===== src/rtl/controller_reciprocal.sv =====
`default_nettype none
// ============================================================================
// Module      : controller_reciprocal
// Description : Control FSM for a Newton-Raphson reciprocal datapath.
//               Runs r <- r*(2 - x*r) from r0 = 1.0 for a programmable
//               number of iterations, with two handshaked multiplies per
//               iteration. All outputs are registered Moore decodes.
// Revision    : 1.0 - initial release
// ============================================================================
module controller_reciprocal #(
    parameter int N = 8
) (
    input  logic       clock,
    input  logic       reset,
    input  logic       go,
    input  logic [3:0] iters,
    input  logic       ready,
    input  logic [3:0] co,
    output logic       cload,
    output logic       cen,
    output logic       load,
    output logic       start,
    output logic [1:2] s,
    output logic       busy,
    output logic       done
);

    // N only documents the datapath width; reject nonsensical values early.
    if (N < 1) begin : g_width_check
        $error("controller_reciprocal: N must be at least 1");
    end

    typedef enum logic [3:0] {
        IDLE      = 4'd0,
        INIT      = 4'd1,
        M1_START  = 4'd2,
        M1_SETTLE = 4'd3,
        M1_WAIT   = 4'd4,
        M2_START  = 4'd5,
        M2_SETTLE = 4'd6,
        M2_WAIT   = 4'd7,
        UPDATE    = 4'd8,
        CHECK     = 4'd9,
        DONE      = 4'd10
    } state_t;

    state_t     state_q, state_d;
    logic [3:0] n_iter_q, n_iter_d;

    logic       cload_q, cload_d;
    logic       cen_q, cen_d;
    logic       load_q, load_d;
    logic       start_q, start_d;
    logic [1:2] s_q, s_d;
    logic       busy_q, busy_d;
    logic       done_q, done_d;

    // Next-state logic; the iteration count is captured only on go acceptance.
    always_comb begin
        state_d  = state_q;
        n_iter_d = n_iter_q;
        unique case (state_q)
            IDLE: begin
                if (go) begin
                    // A zero count would never match the counter after its
                    // first increment, so it is promoted to one iteration.
                    n_iter_d = (iters == 4'd0) ? 4'd1 : iters;
                    state_d  = INIT;
                end
            end
            INIT:      state_d = M1_START;
            M1_START:  state_d = M1_SETTLE;
            // SETTLE skips one ready sample so a stale ready from the
            // previous multiply cannot end the phase early.
            M1_SETTLE: state_d = M1_WAIT;
            M1_WAIT:   state_d = ready ? M2_START : M1_WAIT;
            M2_START:  state_d = M2_SETTLE;
            M2_SETTLE: state_d = M2_WAIT;
            M2_WAIT:   state_d = ready ? UPDATE : M2_WAIT;
            UPDATE:    state_d = CHECK;
            // Counter has already been incremented by UPDATE here.
            CHECK:     state_d = (co == n_iter_q) ? DONE : M1_START;
            DONE:      state_d = IDLE;
            default:   state_d = IDLE;
        endcase
    end

    // Output decode from the next state so the registered outputs line up
    // with the state they belong to.
    always_comb begin
        cload_d = 1'b0;
        cen_d   = 1'b0;
        load_d  = 1'b0;
        start_d = 1'b0;
        s_d     = 2'b00;
        done_d  = 1'b0;
        busy_d  = (state_d != IDLE);
        unique case (state_d)
            INIT: begin
                load_d  = 1'b1;
                cload_d = 1'b1;
            end
            M1_START: begin
                s_d     = 2'b01;
                start_d = 1'b1;
            end
            M1_SETTLE, M1_WAIT: s_d = 2'b01;
            M2_START:           start_d = 1'b1;
            UPDATE: begin
                load_d = 1'b1;
                s_d    = 2'b10;
                cen_d  = 1'b1;
            end
            CHECK:   s_d    = 2'b10;
            DONE:    done_d = 1'b1;
            default: ;
        endcase
    end

    // State, latched count and registered outputs; reset aborts any run.
    always_ff @(posedge clock or posedge reset) begin
        if (reset) begin
            state_q  <= IDLE;
            n_iter_q <= 4'd1;
            cload_q  <= 1'b0;
            cen_q    <= 1'b0;
            load_q   <= 1'b0;
            start_q  <= 1'b0;
            s_q      <= 2'b00;
            busy_q   <= 1'b0;
            done_q   <= 1'b0;
        end else begin
            state_q  <= state_d;
            n_iter_q <= n_iter_d;
            cload_q  <= cload_d;
            cen_q    <= cen_d;
            load_q   <= load_d;
            start_q  <= start_d;
            s_q      <= s_d;
            busy_q   <= busy_d;
            done_q   <= done_d;
        end
    end

    assign cload = cload_q;
    assign cen   = cen_q;
    assign load  = load_q;
    assign start = start_q;
    assign s     = s_q;
    assign busy  = busy_q;
    assign done  = done_q;

endmodule
`default_nettype wire


===== config.mk =====
export PLATFORM = sky130hd
export DESIGN_NAME = controller_reciprocal
export DESIGN_NICKNAME = d
export VERILOG_FILES = /design/src/rtl/controller_reciprocal.sv
export SDC_FILE = /design/constraint.sdc
export NUM_CORES = 1
export LEC_CHECK = 0
export ABC_AREA = 1
export ABC_CLOCK_PERIOD_IN_PS = 1400
export CAP_MARGIN = 20
export CORE_MARGIN = 2
export CORE_UTILIZATION = 47
export DETAILED_ROUTE_END_ITERATION = 8
export PLACE_DENSITY = 0.73
export SYNTH_ARGS = -nofsm -noshare
export SYNTH_HDL_FRONTEND = slang
export SYNTH_SLANG_ARGS = --single-unit

===== constraint.sdc =====
create_clock -name clock -period 1.4 [get_ports clock]
set_input_delay 0.14 -clock clock [delete_from_list [all_inputs] [get_ports clock]]
set_output_delay 0.14 -clock clock [all_outputs]
set_load 0.01 [all_outputs]

# Yosys cells after proc, flatten, opt, wreduce, memory -nomap -nowiden
# Cells that the tools add are included.
[totals]
ff_bits = 16
input_bits = 12
out_inout_bits = 8
elab_cells = 47
[op_classes]
eq_ne = 18
muxes = 12
reduce_logical = 8
[op_table]
columns = ["op", "n"]
rows = [
  ["4-bit one-hot mux with 10 select lines", 1],
  ["4-bit by 3-bit == test with 1-bit output, second input constant", 6],
  ["4-bit == test, second input constant", 5],
  ["4-bit by 2-bit == test with 1-bit output, second input constant", 4],
  ["4-bit 2-to-1 mux", 4],
  ["4-bit by 1-bit == test with 1-bit output, second input constant", 2],
  ["4-bit logical NOT", 2],
  ["1-bit 2-to-1 mux", 6],
  ["2-bit OR reduction", 3],
  ["4-bit == test", 1],
  ["2-bit one-hot mux with 2 select lines", 1],
  ["4-bit nonzero test", 1],
  ["3-bit OR reduction", 1],
  ["2-bit AND reduction", 1],
]

# Logic depth before layout (Yosys ltp)
# Gate-level depths: netlist of run 1.
[logic_depth]
word_depth = 6
mapped_depth = 9

# Worst setup path after synthesis of run 1
# OpenSTA, ideal clock, no wires.
[synth_timing]
kind = "reg-to-reg"
startpoint = "reg state_q[0]"
endpoint = "reg s_q, in the netlist s[2]"
t_arrival_ps = 1099
slack_ps = 183
stages_incl_launch_ff = 9
period_less_slack_ps = 1217
path_cell_list = "dfrtp_1 nor2_4 inv_2 nor2_1 nor2_4 nand2_2 nor2_2 nand2_1 nand2_1"
[synth_via]
elab_chain_len = 5
elab_cells_between_ends = 20
[synth_rtl]
columns = ["item", "line", "rtl"]
rows = [
  ["start: declaration", "47", "state_t state_q, state_d;"],
  ["start signal: assignment", "133", "state_q <= state_d;"],
  ["4-bit == test, or another cell as far along", "62", "unique case (state_q)"],
  ["4-bit one-hot mux with 10 select lines (*)", "62", ""],
  ["via state_d[0]", "47", ""],
  ["4-bit by 2-bit == test with 1-bit output, or another cell as far along", "98", "unique case (state_d)"],
  ["3-bit OR reduction (no line) / 2-bit OR reduction (equally long branches)", "n/a", ""],
  ["2-bit one-hot mux with 2 select lines (*)", "98", ""],
  ["via s_d, one bit", "54", "logic [1:2] s_q, s_d;"],
  ["end signal: assignment", "129", "s_q <= 2'b00;"],
  ["end signal: assignment", "139", "s_q <= s_d;"],
  ["end: declaration", "54", ""],
]
# Mark *: on every way through the listed nets, which the timed path passes. The rest lies on a longest branch.
# A chain may end at the register's enable or synchronous reset.

# Worst setup path in the final report of run 1
[layout_timing]
startpoint = "reg state_q[1]"
endpoint = "reg s_q, in the netlist s[2]"
[layout_via]
elab_chain_len = 5
elab_cells_between_ends = 20
[layout_rtl]
columns = ["item", "line"]
rows = [
  ["4-bit == test, or another cell as far along", "62"],
  ["4-bit one-hot mux with 10 select lines (*)", "62"],
  ["via state_d[0]", "47"],
  ["4-bit by 2-bit == test with 1-bit output, or another cell as far along", "98"],
  ["3-bit OR reduction (no line) / 2-bit OR reduction (equally long branches)", "n/a"],
  ["2-bit one-hot mux with 2 select lines (*)", "98"],
  ["via s_d, one bit", "54"],
]
# Marks and branches as above.

==> impl_metrics.ini, run 1 <==
[run]
drv_cap = 0

[clocking]
clock_sinks = 16
worstSkewPairLatency_ns = 0.28
cts_tree = built
postCtsSetupBuffers = 0
cts-root-buf = clkbuf_4
clk_pin_slew_worst_paths_ns = 0.09
htree_num_levels = 1
postCtsHoldBufs = 0
numCtsBuffers = 3
cts_resized = 0
max-clock-path-buffers = 2

[layout]
n_antenna_cell = 0
final_nets = 142
n_fill_cell = 144
final_core_util_pct = 66.01
syn_to_final_growth_pct = 34.08
multi_input_area_um2 = 369.1
ff_latch_area_um2 = 402.9
drive_gt1_share_pct = 20.93

[power_and_ir_drop]
total_power_mw = 2.168
p_seq_share_pct = 37.9
p_sw_share_pct = 42.43
internal_power_mw = 1.248
clock_power_share_pct = 13.6
ir_drop_mv = 1.314
pwr-share-comb_pct = 48.5
switchingPower_uw = 919.6
pwr_density_cell_nw_per_um2 = 1923
leakage_nw = 0.5645

[sta]
slew_viol_final = 0
hold_ws_ns = 0.1638
finalSetupViolations = 0
worstMarginPinSlew_ns = 0.3060
postLayoutSetupSlackWorst_ns = 0.08620
maxSlewHeadroom_pct = 79.60
clock_skew_ns = 0.007294
period_share_pct = 93.84
finalHoldViolCount = 0
clock.fmax_ghz = 0.7612
finalSetupTns_ns = 0
grt_setup_unrepaired = false
post-route-min-period_ns = 1.314

[routing]
wl_um = 1549
via_per_inst = 4.740
drc = 0
drtAntennaViolNets = 0
drt_pass1_iterations = 4
vias = 730
drtIter0Drc = 20
wl_per_cell_um = 10.06

[yosys]
seq_area_frac_synth_pct = 47.77
synth_area_um2 = 840.8
async_reset_ff_share_pct = 100.0
synth_area_leaders = dfrtp_1 45%, nand2_1 10%, inv_1 7.6%
synth-seq-cells = 16
synth_top_flop_cell = dfrtp_1
yosys.area.top_type_share_pct = 44.64
yosysTopAreaCell = dfrtp_1
syn_area_per_cell_um2 = 8.085
netlist_instances = 104
synth-edff-count = 0
synth_nets = 116
yosys_warnings = 0
synth_cell_type_count = 22

[worst_setup_path]
crit_start = state_q[1]
cp.arrival_ns = 1.49
critPathMaxStageDelay_ns = 0.49
critPathKind = flip-flop to flip-flop
crit_chain = nor2_4 -> inv_2 -> nor2_2 -> nor2_4 -> nand2_2 -> nor2_2 -> nand2_1 -> nand2_1
start_kind = flip-flop
crit_required_ns = 1.58
cp_slowest_cell = dfrtp_1
r2r-start = state_q[1]
cp_max_fo = 7
critPathCaptureType = flip-flop

[placed_design]
dp_slack_ns = 0.01118
port_buffers = 19
hpwl_um = 1233
gp_congestion = 0.8175

[global_route]
grt_pass1_vias = 589
grt_pass1_wl_um = 2373
overflow = 0
antenna_found_initial = 0
grt_max_degree = 17
grt_usage_pct = 15.72

[die]
initial_core_util_pct = 49.23
io_pins = 20
die_area_um2 = 2143
die_w_um = 46.30
num_rows = 15
dieHeight_um = 46.30
fp.coreArea_um2 = 1708

[run_status]
run_status = finished, final reports clean

[min_path]
hold_class = input port to async pin
==> stage by stage <==
stage,instance area (µm²),cells
detailed placement,1077,150
floorplan,840.8,104
finish,1127,154
CTS,1114,154
global placement,1077,150
global route,1127,154
==> power by group through the flow <==
stage | logic, mW | clock network [mW] | registers [mW]
finish | 1.05 | 0.295 | 0.822
global route | 1.16 | 0.329 | 0.846
CTS | 1.03 | 0.306 | 0.812
detailed placement | 1.02 | 0 | 0.820
global placement | 0.999 | 0 | 0.820
floorplan | 0.702 | 0 | 0.820
==> layout by cell type, fill, tap and decap left out, drive strengths merged <==
cell type / Yosys / layout
buf: 0 / 2
inv: 21 / 21
dfrtp: 15 / 15
xnor2: 1 / 1
nor2: 15 / 15
clkinv: 1 / 1
nor4: 1 / 1
nand3: 8 / 8
nand2: 26 / 26
a21oi: 1 / 1
clkdlybuf4s50: 0 / 19
nand4: 3 / 3
o21bai: 1 / 1
a31oi: 1 / 1
clkbuf: 0 / 4
dfstp: 1 / 1
o21ai: 9 / 9
==> layout make-up <==
| type | instances | share of cell area, % |
|---|---|---|
| flip-flops and latches | 16 | 35.74 |
| multi-input cells | 66 | 32.74 |
| repair buffers | 21 | 18.20 |
| inverters | 22 | 7.325 |
| clock buffers | 4 | 3.219 |
| well taps | 25 | 2.775 |
==> metal layers <==
layer	part of all wire [%]	wire length (µm)	vias up	track usage (%)
met3	5.7	88	0	5.882
met1	47	731	334	21.59
met4	0	0	0	1.714
met2	47	730	23	24.44
li1	-	-	373	-
met5	0	0	-	0
==> worst max-delay path: cells and delay by family, from the launching register on <==
family | cells | cell delay, ns
DFF | 1 | 0.49
and+or+nand+nor | 7 | 0.66
buffers and inverters | 1 | 0.06
==> sequential cells by signal (all words and copies together), names as in the netlist <==
register,count
n_iter_q,4
state_q,4
s,2
busy,1
cen,1
cload,1
done,1
load,1
start,1
==> logic make-up (layout without fill, tap and decap cells) <==
kind of cell              count (synthesis)  count (layout)  share of synthesized area, %
and+or+nand+nor                          53              53                         32.89
buffers and inverters                    22              47                         9.820
DFF                                      16              16                         47.77
AOI/OAI and AO/OA                        12              12                         8.484
xor gates and xnor gates                  1               1                         1.042
==> Yosys cell counts, drive strengths merged, types with 3 or more instances <==
library cell   n
nand4          3
nand3          8
o21ai          9
dfrtp         15
inv           21
nor2          15
nand2         26
==> final timing paths <==
path                          endpoint  slack (ns)  cells past startpoint
setup / recovery                  s[2]        0.09                      8
hold / removal                    s[1]        0.16                      3
setup reg to reg                  s[2]        0.09                      8
hold reg to reg            n_iter_q[0]        0.50                      2
max in group asynchronous  n_iter_q[0]        0.98                      3
min in group clock         n_iter_q[3]        0.44                      3
No activity file was read; power rests on OpenSTA's default activity.
==> run 2: changes to the inputs <==
PLACE_DENSITY = 0.85   (was 0.73)
==> impl_metrics.ini, run 2 (synthesis gave the netlist of run 1 again) <==
[clocking]
clock_sinks = 16
max-clock-path-buffers = 2
numCtsBuffers = 3
cts-root-buf = clkbuf_4
clk_pin_slew_worst_paths_ns = 0.10
cts_tree = built
postCtsHoldBufs = 0
htree_num_levels = 1
worstSkewPairLatency_ns = 0.29

[routing]
via_per_inst = 4.721
vias = 727
drtIter0Drc = 10
drtAntennaViolNets = 0
drt_pass1_iterations = 4
drc = 0
wl_um = 1679
wl_per_cell_um = 10.90

[sta]
finalSetupViolations = 0
grt_setup_unrepaired = true
maxSlewHeadroom_pct = 81.20
slew_viol_final = 0
clock.fmax_ghz = 0.7637
worstMarginPinSlew_ns = 0.2821
clock_skew_ns = 0.005821
post-route-min-period_ns = 1.309
finalHoldViolCount = 0
period_share_pct = 93.53

[worst_setup_path]
start_kind = flip-flop
critPathKind = flip-flop to primary output
critPathMaxStageDelay_ns = 0.53
crit_required_ns = 1.26
cp.arrival_ns = 1.17
crit_chain = clkdlybuf4s50_1
cp_max_fo = 1
cp.buffers_inverters = 1
critPathCaptureType = primary output
cp_slowest_cell = clkdlybuf4s50_1
crit_family = buffers and inverters

[layout]
drive_gt1_share_pct = 21.71
syn_to_final_growth_pct = 33.63
layout_common_cells = 23 x nand2_1, 19 x clkdlybuf4s50_1, 17 x inv_1, 13 x dfrtp_1, 8 x o21ai_0
n_antenna_cell = 0
final_nets = 142
n_fill_cell = 141
layout_commonest_cell = nand2_1
final_cell_area_um2 = 1124

[power_and_ir_drop]
pwr_density_cell_nw_per_um2 = 1927
leakage_nw = 0.5629
total_power_mw = 2.165
ir_drop_mv = 1.252

[placed_design]
gp_congestion = 0.7581
hpwl_um = 1338
place_area_um2 = 1077
port_buffers = 19

[die]
initial_core_util_pct = 49.23
fp.coreArea_um2 = 1708
num_rows = 15
io_pins = 20
die_w_um = 46.30
die_area_um2 = 2143
dieHeight_um = 46.30

[global_route]
overflow = 0
antenna_found_initial = 0
grt_pass1_vias = 738
grt_pass1_wl_um = 2980
grt_max_degree = 17
grt_usage_pct = 20.05

[min_path]
hold_class = input port to async pin

[run]
drv_cap = 0

[run_status]
run_status = finished, final reports clean
[run 2: cell counts in the layout (fill, tap and decap cells not counted)]
No cell type changed its count.
[run 2: per-stage QoR]
| step | setup WS (ns) | instances | setup TNS (ns) | hold WS, ns | util (%) |
|---|---|---|---|---|---|
| 6_report | 0.09057 | 154 | 0 | 0.1385 | 65.79 |
| 4_1_cts | 0.04993 | 154 | 0 | 0.1470 | 65.20 |
| 5_1_grt | -0.02147 | 154 | -0.02514 | 0.1801 | 65.79 |
| 2_1_floorplan | 0.1827 | 104 | 0 | 0.05302 | - |
| 3_5_place_dp | 0.02565 | 150 | 0 | 0.4642 | 63.08 |
| 3_3_place_gp | 0.04386 | 150 | 0 | 0.4597 | 63.08 |
[run 2: area by class of cell]
| class | instances | area (µm²) | share of cell area (%) |
|---|---|---|---|
| flip-flops and latches | 16 | 404.1 | 35.97 |
| multi-input cells | 66 | 364.1 | 32.41 |
| repair buffers | 21 | 205.2 | 18.26 |
| inverters | 22 | 82.58 | 7.350 |
| clock buffers | 4 | 36.28 | 3.229 |
| well taps | 25 | 31.28 | 2.784 |
[run 2: report_power, final]
part	switching (mW)	internal, mW	leakage [nW]	total [mW]
Clock	0.150	0.158	0.0210	0.308
Combinational	0.594	0.441	0.343	1.03
Sequential	0.173	0.649	0.199	0.822
Total	0.917	1.25	0.563	2.16
[run 2: routing by layer]
metal | global-route usage, % | wire [µm]
met5 | 0 | 0
met2 | 34.17 | 831
met3 | 7.451 | 80
met1 | 23.63 | 755
met4 | 5.143 | 11
[run 2: what timing repair did]
| item | 4_1_cts | 5_1_grt |
|---|---|---|
| buffers inserted | 0 | 0 |
| resized for setup | 0 | 4 |
| endpoints found under the setup margin | 0 | 2 |
| endpoints found under the hold margin | 0 | 0 |
[run 2: final timing paths]
path,depth (start not counted),to,from,slack [ns]
setup / recovery,1,s[2],s[2],0.09
hold / removal,3,n_iter_q[3],reset,0.14
setup reg to reg,6,start,state_q[2],0.11
hold reg to reg,2,n_iter_q[0],n_iter_q[0],0.51
max in group asynchronous,3,n_iter_q[0],reset,1.02
min in group clock,3,n_iter_q[1],iters[1],0.43
